[src/rtl/parking_fee_calc.sv]
// Parking fee calculator: per-slot entry time table, fee on exit.
// Ports: clk/reset, day/hour/minute, entry/exit req+slot; busy, fee_valid, fee, duration, err, occupied, free_count. Option: FEE_CAP_EN.
module parking_fee_calc #(
  parameter int N_SLOTS   = 16,
  parameter int SLOT_W    = 4,
  parameter int FREE_MIN  = 15,
  parameter int RATE_HOUR = 5,
  parameter int FEE_W     = 16,
  parameter int FEE_CAP   = 200
) (
  input  logic                clk,
  input  logic                reset,
  input  logic [6:0]          day,
  input  logic [4:0]          hour,
  input  logic [6:0]          minute,
  input  logic                entry_req,
  input  logic [SLOT_W-1:0]   entry_slot,
  input  logic                exit_req,
  input  logic [SLOT_W-1:0]   exit_slot,
  output logic                busy,
  output logic                fee_valid,
  output logic [FEE_W-1:0]    fee,
  output logic [17:0]         duration,
  output logic                err,
  output logic [N_SLOTS-1:0]  occupied,
  output logic [SLOT_W:0]     free_count
);

  localparam logic [18:0] WRAP = 19'd184320;
  localparam logic [31:0] FMAX = 32'((64'd1 << FEE_W) - 1);

  typedef enum logic [1:0] {
    S_IDLE,
    S_CALC,
    S_DIV,
    S_FEE
  } state_t;

  state_t r_state, w_next;

  logic [17:0]        r_tbl [N_SLOTS];
  logic [N_SLOTS-1:0] r_occ;
  logic [SLOT_W:0]    r_free;
  logic               r_err, r_fee_valid;
  logic [FEE_W-1:0]   r_fee;
  logic [17:0]        r_duration;
  logic [17:0]        r_exit_abs, r_entry_abs, r_dur;
  logic [17:0]        r_quo;
  logic [5:0]         r_rem;
  logic [4:0]         r_cnt;

  logic        w_busy;
  logic [17:0] w_abs;
  logic        w_ent_rng, w_ext_rng;
  logic        w_exit_ok, w_exit_bad;
  logic        w_entry_ok, w_entry_bad;
  logic [18:0] w_diff;
  logic [17:0] w_dur, w_div_in;
  logic [6:0]  w_trial;
  logic [31:0] w_prod, w_fee;

  // fee_valid cycle still counts as busy
  assign w_busy = (r_state != S_IDLE) | r_fee_valid;

  assign w_abs = 18'(day) * 18'd1440
               + 18'(hour) * 18'd60
               + 18'(minute);

  assign w_ent_rng = ({1'b0, entry_slot} < (SLOT_W+1)'(N_SLOTS));
  assign w_ext_rng = ({1'b0, exit_slot} < (SLOT_W+1)'(N_SLOTS));

  // exit wins over a simultaneous entry
  assign w_exit_ok   = exit_req & ~w_busy
                     & w_ext_rng & r_occ[exit_slot];
  assign w_exit_bad  = exit_req & ~w_busy & ~w_exit_ok;
  assign w_entry_ok  = entry_req & ~exit_req & ~w_busy
                     & w_ent_rng & ~r_occ[entry_slot];
  assign w_entry_bad = entry_req & ~exit_req & ~w_busy
                     & ~w_entry_ok;

  always_comb begin
    w_diff = {1'b0, r_exit_abs} - {1'b0, r_entry_abs};
    if (r_exit_abs < r_entry_abs)
      w_diff = w_diff + WRAP;
    w_dur = w_diff[17:0];
    if (w_dur > 18'(FREE_MIN))
      w_div_in = w_dur - 18'(FREE_MIN) + 18'd59;
    else
      w_div_in = 18'd59;
  end

  assign w_trial = {r_rem, r_quo[17]};

  always_comb begin
    w_prod = 32'(r_quo) * 32'(RATE_HOUR);
    w_fee  = (w_prod > FMAX) ? FMAX : w_prod;
`ifdef FEE_CAP_EN
    if (w_fee > 32'(FEE_CAP))
      w_fee = 32'(FEE_CAP);
`endif
  end

  always_ff @(posedge clk or negedge reset) begin
    if (!reset) r_state <= S_IDLE;
    else        r_state <= w_next;
  end

  always_comb begin
    w_next = r_state;
    unique case (r_state)
      S_IDLE: if (w_exit_ok) w_next = S_CALC;
      S_CALC: w_next = S_DIV;
      S_DIV:  if (r_cnt == 5'd17) w_next = S_FEE;
      S_FEE:  w_next = S_IDLE;
      default: w_next = S_IDLE;
    endcase
  end

  always_ff @(posedge clk) begin
    if (w_entry_ok)
      r_tbl[entry_slot] <= w_abs;
  end

  always_ff @(posedge clk or negedge reset) begin
    if (!reset) begin
      r_occ       <= '0;
      r_free      <= (SLOT_W+1)'(N_SLOTS);
      r_err       <= 1'b0;
      r_fee_valid <= 1'b0;
      r_fee       <= '0;
      r_duration  <= '0;
      r_exit_abs  <= '0;
      r_entry_abs <= '0;
      r_dur       <= '0;
      r_quo       <= '0;
      r_rem       <= '0;
      r_cnt       <= '0;
    end else begin
      r_err       <= w_exit_bad | w_entry_bad;
      r_fee_valid <= 1'b0;
      if (w_exit_ok) begin
        r_occ[exit_slot] <= 1'b0;
        r_free      <= r_free + 1'b1;
        r_exit_abs  <= w_abs;
        r_entry_abs <= r_tbl[exit_slot];
      end else if (w_entry_ok) begin
        r_occ[entry_slot] <= 1'b1;
        r_free <= r_free - 1'b1;
      end
      unique case (r_state)
        S_CALC: begin
          r_dur <= w_dur;
          r_quo <= w_div_in;
          r_rem <= '0;
          r_cnt <= '0;
        end
        S_DIV: begin
          // restoring step: quotient bits shift in from the right
          if (w_trial >= 7'd60) begin
            r_rem <= 6'(w_trial - 7'd60);
            r_quo <= {r_quo[16:0], 1'b1};
          end else begin
            r_rem <= w_trial[5:0];
            r_quo <= {r_quo[16:0], 1'b0};
          end
          r_cnt <= r_cnt + 5'd1;
        end
        S_FEE: begin
          r_fee       <= w_fee[FEE_W-1:0];
          r_duration  <= r_dur;
          r_fee_valid <= 1'b1;
        end
        default: ;
      endcase
    end
  end

  assign busy       = w_busy;
  assign fee_valid  = r_fee_valid;
  assign fee        = r_fee;
  assign duration   = r_duration;
  assign err        = r_err;
  assign occupied   = r_occ;
  assign free_count = r_free;

endmodule

[config.mk]
export PLATFORM = sky130hd
export DESIGN_NAME = parking_fee_calc
export DESIGN_NICKNAME = d
export VERILOG_FILES = /design/src/rtl/parking_fee_calc.sv
export SDC_FILE = /design/constraint.sdc
export NUM_CORES = 1
export LEC_CHECK = 0
export CORE_MARGIN = 2
export CORE_UTILIZATION = 60
export CTS_BUF_LIST = sky130_fd_sc_hd__clkbuf_16
export CTS_CLUSTER_SIZE = 20
export DETAILED_ROUTE_END_ITERATION = 16
export MAX_ROUTING_LAYER = met4
export PLACE_DENSITY = 0.76
export SLEW_MARGIN = 20
export SYNTH_ARGS = -nofsm -noshare
export SYNTH_HDL_FRONTEND = slang
export SYNTH_SLANG_ARGS = --single-unit
[constraint.sdc]
create_clock -name clk -period 6.5 [get_ports clk]
set_clock_uncertainty 0.2 [all_clocks]
set_input_delay 1.95 -clock clk [delete_from_list [all_inputs] [get_ports clk]]
set_output_delay 1.95 -clock clk [all_outputs]
set_load 0.01 [all_outputs]
After elaboration in Yosys (flattened, before gate mapping). Memory sizes are Yosys's and may differ from the RTL's. A register that Yosys moved wholly into a read port is not among the register bits. Cells that the tools add are included. Widths: inputs -> output; s select.

Memory bits (writable): 288. Memories: 1. Input bits: 31. Register bits after elaboration: 124. Output and inout port bits: 58. Logic and storage cells: 91.

Memory list: r_tbl (words 16, bits a word 18, rd ports 1, clocked after Yosys merged registers in 1, write ports 1, line 41) `logic [17:0] r_tbl [N_SLOTS];`.

Order comparisons: 8. Add/sub/neg operators: 10. Multiply operators: 3. Bitwise operators: 17. Mux-type cells: 26. Reduce and logical (&&, ||, !) cells: 8. Equality and inequality tests: 6.

Operator list (count): $mux 16 (3); $mux 18 (2); $pmux 18 s2 (1); $gt 21x16->1 const B (1); $mul 18x3->21 const B (1); $add 18x11->18 (1); $add 18x18->18 const B (1); $add 18x6->18 const B (1); $add 18x7->18 (1); $gt 18x4->1 const B (1); $lt 18x18->1 (1); $sub 18x18->18 (1); $sub 18x4->18 const B (1); $and 16x16->16 (1); $not 16->16 (1); $or 16x16->16 (1); $mul 7x6->13 const B (1); $pmux 6 s2 (1); $add 5x1->5 const B (2); $lt 4x5->1 const B (2); $mux 5 (2); $pmux 5 s2 (1); $mul 5x4->9 const B (1); $bmux 1 s4 (2); other kinds (21) (47).

Logic depth before layout (Yosys ltp).
Depth after elaboration: 8. Mapped depth: 17. Depth with buffers taken out: 17.

Least setup slack after synthesis. OpenSTA, ideal clock, no wires.

Path kind: in2reg. Start point: input hour[0]. End point: memory r_tbl[0][13], data pin. Data arrival time: 5.922 ns. Data required time: 6.011 ns. Path buffers: 0. Setup slack: 0.090 ns. Cell stages on the path: 16. Setup time: 0.289 ns. Path through: fa_1 fa_1 inv_1 fa_1 fa_1 inv_1 ha_1 a21o_1 a21oi_1 o21bai_1 a21oi_1 o21bai_1 a21oi_1 o21bai_1 and3_1 or2_2.

Word-level cells in the longest chain between the ends: 3.

RTL lines: start, declared (line 14) `input logic [4:0] hour,`; $mul 5x4->9 (line 66) `+ 18'(hour) * 18'd60`; $add 18x11->18 (line 66); $add 18x7->18 (line 67) `+ 18'(minute);`; named net w_abs[13] (line 53) `logic [17:0] w_abs;`; end, declared (line 41).

The timed path passes the listed nets, and every way through them passes these cells.

Final worst setup path.
Start point: input hour[3]. End point: memory r_tbl[5][17], data pin.

Same word-level chain as after synthesis.

==> run metrics <==
status complete, no violations; detailed-route vias per instance 6.14; residual overflow from global routing 0; DRT iter0 DRCs 1,201; commonest non-fill, non-tap cell in the layout edfxtp_1; PortBufs 88; Placer Congestion 0.929; die height 192 µm; Worst Reg2Reg Path Length in Cells 17; Synth Cell Area 0.0212 mm²; Ant. Diodes 0; Area Growth Syn to Fin 16.3%; most frequent cells in the layout 288 x edfxtp_1, 141 x dfrtp_1, 118 x inv_1; Post-DP HPWL 31,500 µm; TritonCTS Buffers 44; initial antenna violation count 0; worst rel slew slack 31.9%; aggregate global-route resource usage 29.1%; DIE AREA 0.0369 mm²; Setup CP Type input port to register; unrepaired setup endpoints after global routing false; pin count of the biggest net entering global routing 57; CP startpoint kind input port; worst-margin pin slew 1.02 ns; Ys Warns 0; WL/cell 23.3 µm; TritonRoute pass-1 iters 5; Post-route DRC 0; FF/Latch Area 0.0122 mm²; row count 68; detailed-route via count 13,200; P_leak 0.00962 µW; library cells used by synthesis 83; Root Buffer clkbuf_16; fin cells 2,145; Final Max Slew Viols 0; cell count after synthesis 1,483; FMAX 159 MHz; Mapped Avg Cell Area 14.3 µm²; Max Buffers Root-to-Sink 3; fin nets 1,822; Crit Reg-Reg Startpoint r_exit_abs[0]; crit path max fanout 16; number of synthesized register bits 430; Min-Delay Path Class register to register; first-pass GRT wire length 77,600 µm; sequential share of the synthesized area 57.4%; placed cells 2,061; CTS Sinks 430; Post-synth EDFFs 288; Die Wd 192 µm; vias in the first global route 13,600; DRT Wirelength 50,000 µm; Final setup viols 0; Routed Antenna Nets 0; Fin. Hold Viols 0; final instance area 0.0247 mm²; Worst-Skew Late Latency 0.56 ns; fill count 2,267; setup ws final 0.229 ns; Multi-input gate area 0.00844 mm²; VDD IR max 0.326 mV; io pins 89; asr flop ratio synth 33.0%; reg2reg setup slack 2.08 ns; Place WS -0.665 ns; CP Capture Type register; Crit. Startpoint hour[3]; Synth Flop Type edfxtp_1; power density over cell area 564 mW/mm²; starting density of the core 61.2%; min Tclk post-route 6.27 ns; TritonCTS clock tree yes; worst endpoint data arrival time 6.49 ns; Final Cycle Share 96.5%; placed inst area 0.0232 mm²; CP required 6.71 ns; Core Area 0.0347 mm²; fraction of layout cells with a size suffix above 1 22.5%; Max Cap Viol 0; H-tree depth 2; CP endpoint r_tbl[5][17]; Net Count, Synth 1,650; r2r endpoint r_quo[2]; Clk pin slew, worst setup/hold paths 0.06 ns
[worst min-delay path by stage]
stage | start | depth (start not counted) | end
detailed placement | r_exit_abs[9] | 2 | r_exit_abs[9]
finish | free_count[4] | 1 | free_count[4]
CTS | free_count[4] | 1 | free_count[4]
global route | free_count[4] | 1 | free_count[4]
floorplan | r_exit_abs[2] | 2 | r_exit_abs[2]
global placement | r_exit_abs[7] | 2 | r_exit_abs[7]
[worst max-delay path, stage by stage]
cell	delay, ns
clkdlybuf4s50_1	0.49
inv_1	0.08
fa_1	0.46
fa_1	0.51
inv_1	0.04
ha_1	0.33
xor2_1	0.19
fa_1	0.48
inv_1	0.06
ha_4	0.28
a21oi_2	0.05
o21bai_1	0.18
a21oi_2	0.09
o21bai_1	0.18
a21oi_2	0.11
o21ba_2	0.23
or4_4	0.54
nand2_2	0.11
buf_12	0.13
[state kept, by name, summed over array words and instances (netlist names), 6 cells and up]
name	count
r_tbl	288
duration	18
r_exit_abs	18
r_quo	18
r_entry_abs	18
r_rem	6
r_dur	18
occupied	16
fee	16
[area by class of cell]
cell class / count / share of cell area [%]
clock buffers: 46 / 4.66
flip-flops and latches: 430 / 49.4
clock inverters: 35 / 1.06
multi-input cells: 880 / 34.1
inverters: 115 / 1.75
repair buffers: 184 / 6.71
well taps: 455 / 2.30
[where the power goes]
| part | leakage (µW) | total [µW] | switching, µW | internal (µW) |
|---|---|---|---|---|
| sequential | 0.00428 | 4310 | 325 | 3990 |
| clock | 0.000717 | 2470 | 1060 | 1410 |
| combinational | 0.00463 | 7150 | 4060 | 3100 |
[cells by family after synthesis]
kind of cell,after synthesis,synth area share [%]
fa+ha+maj,136,8.75
buf+inv,174,3.35
simple gates,253,6.07
compound gates,263,7.74
mux,164,14.0
xor+xnor,63,2.69
flops,430,57.4
[metal layers]
layer | GRT usage [%] | vias to the layer above | share of wire (%)
li1 | - | 5910 | -
met1 | 37.1 | 6689 | 40
met2 | 48.0 | 461 | 50
met3 | 4.86 | 111 | 6.2
met4 | 10.1 | 0 | 3.5
met5 | - | - | 0
[cell usage after synthesis (all sizes together), types with 7 or more instances]
| cell | number | area (µm²) |
|---|---|---|
| a21o | 20 | 151 |
| nor3 | 13 | 70.1 |
| a31oi | 12 | 75.1 |
| o21ai | 72 | 364 |
| mux4 | 100 | 2250 |
| o22ai | 9 | 56.3 |
| inv | 115 | 432 |
| dfrtp | 141 | 3530 |
| edfxtp | 288 | 8650 |
| ha | 115 | 1440 |
| a21oi | 80 | 400 |
| and2 | 9 | 60.1 |
| clkbuf | 32 | 121 |
| nand3 | 25 | 125 |
| mux2 | 60 | 676 |
| xnor2 | 36 | 334 |
| nand2b | 18 | 113 |
| fa | 21 | 420 |
| nand2 | 68 | 255 |
| nor2 | 62 | 233 |
| xor2 | 27 | 236 |
| buf | 27 | 158 |
| o21bai | 15 | 113 |
| a211oi | 10 | 85.1 |
| nand3b | 7 | 52.6 |
| nor2b | 11 | 68.8 |
[what timing repair did]
item                       CTS  global route
buffers inserted             0             2
hold buffers                 0             0
gates cloned                 0             1
pin swaps                    0             6
resized for setup            2            12
setup endpoints to repair   32            95
[through the flow]
stage                     TNS [ns]  hold WS (ns)  total power, µW  util [%]
final                            0         0.294            13900      71.2
after global routing             0         0.307            14900      71.2
after CTS                        0         0.297            13900      71.0
after detailed placement    -56.64         0.278            11300      66.9
after global placement      -44.72         0.276            11100      66.9
after floorplan                  0         0.253             9010         -
No activity file was read; power rests on OpenSTA's default activity.
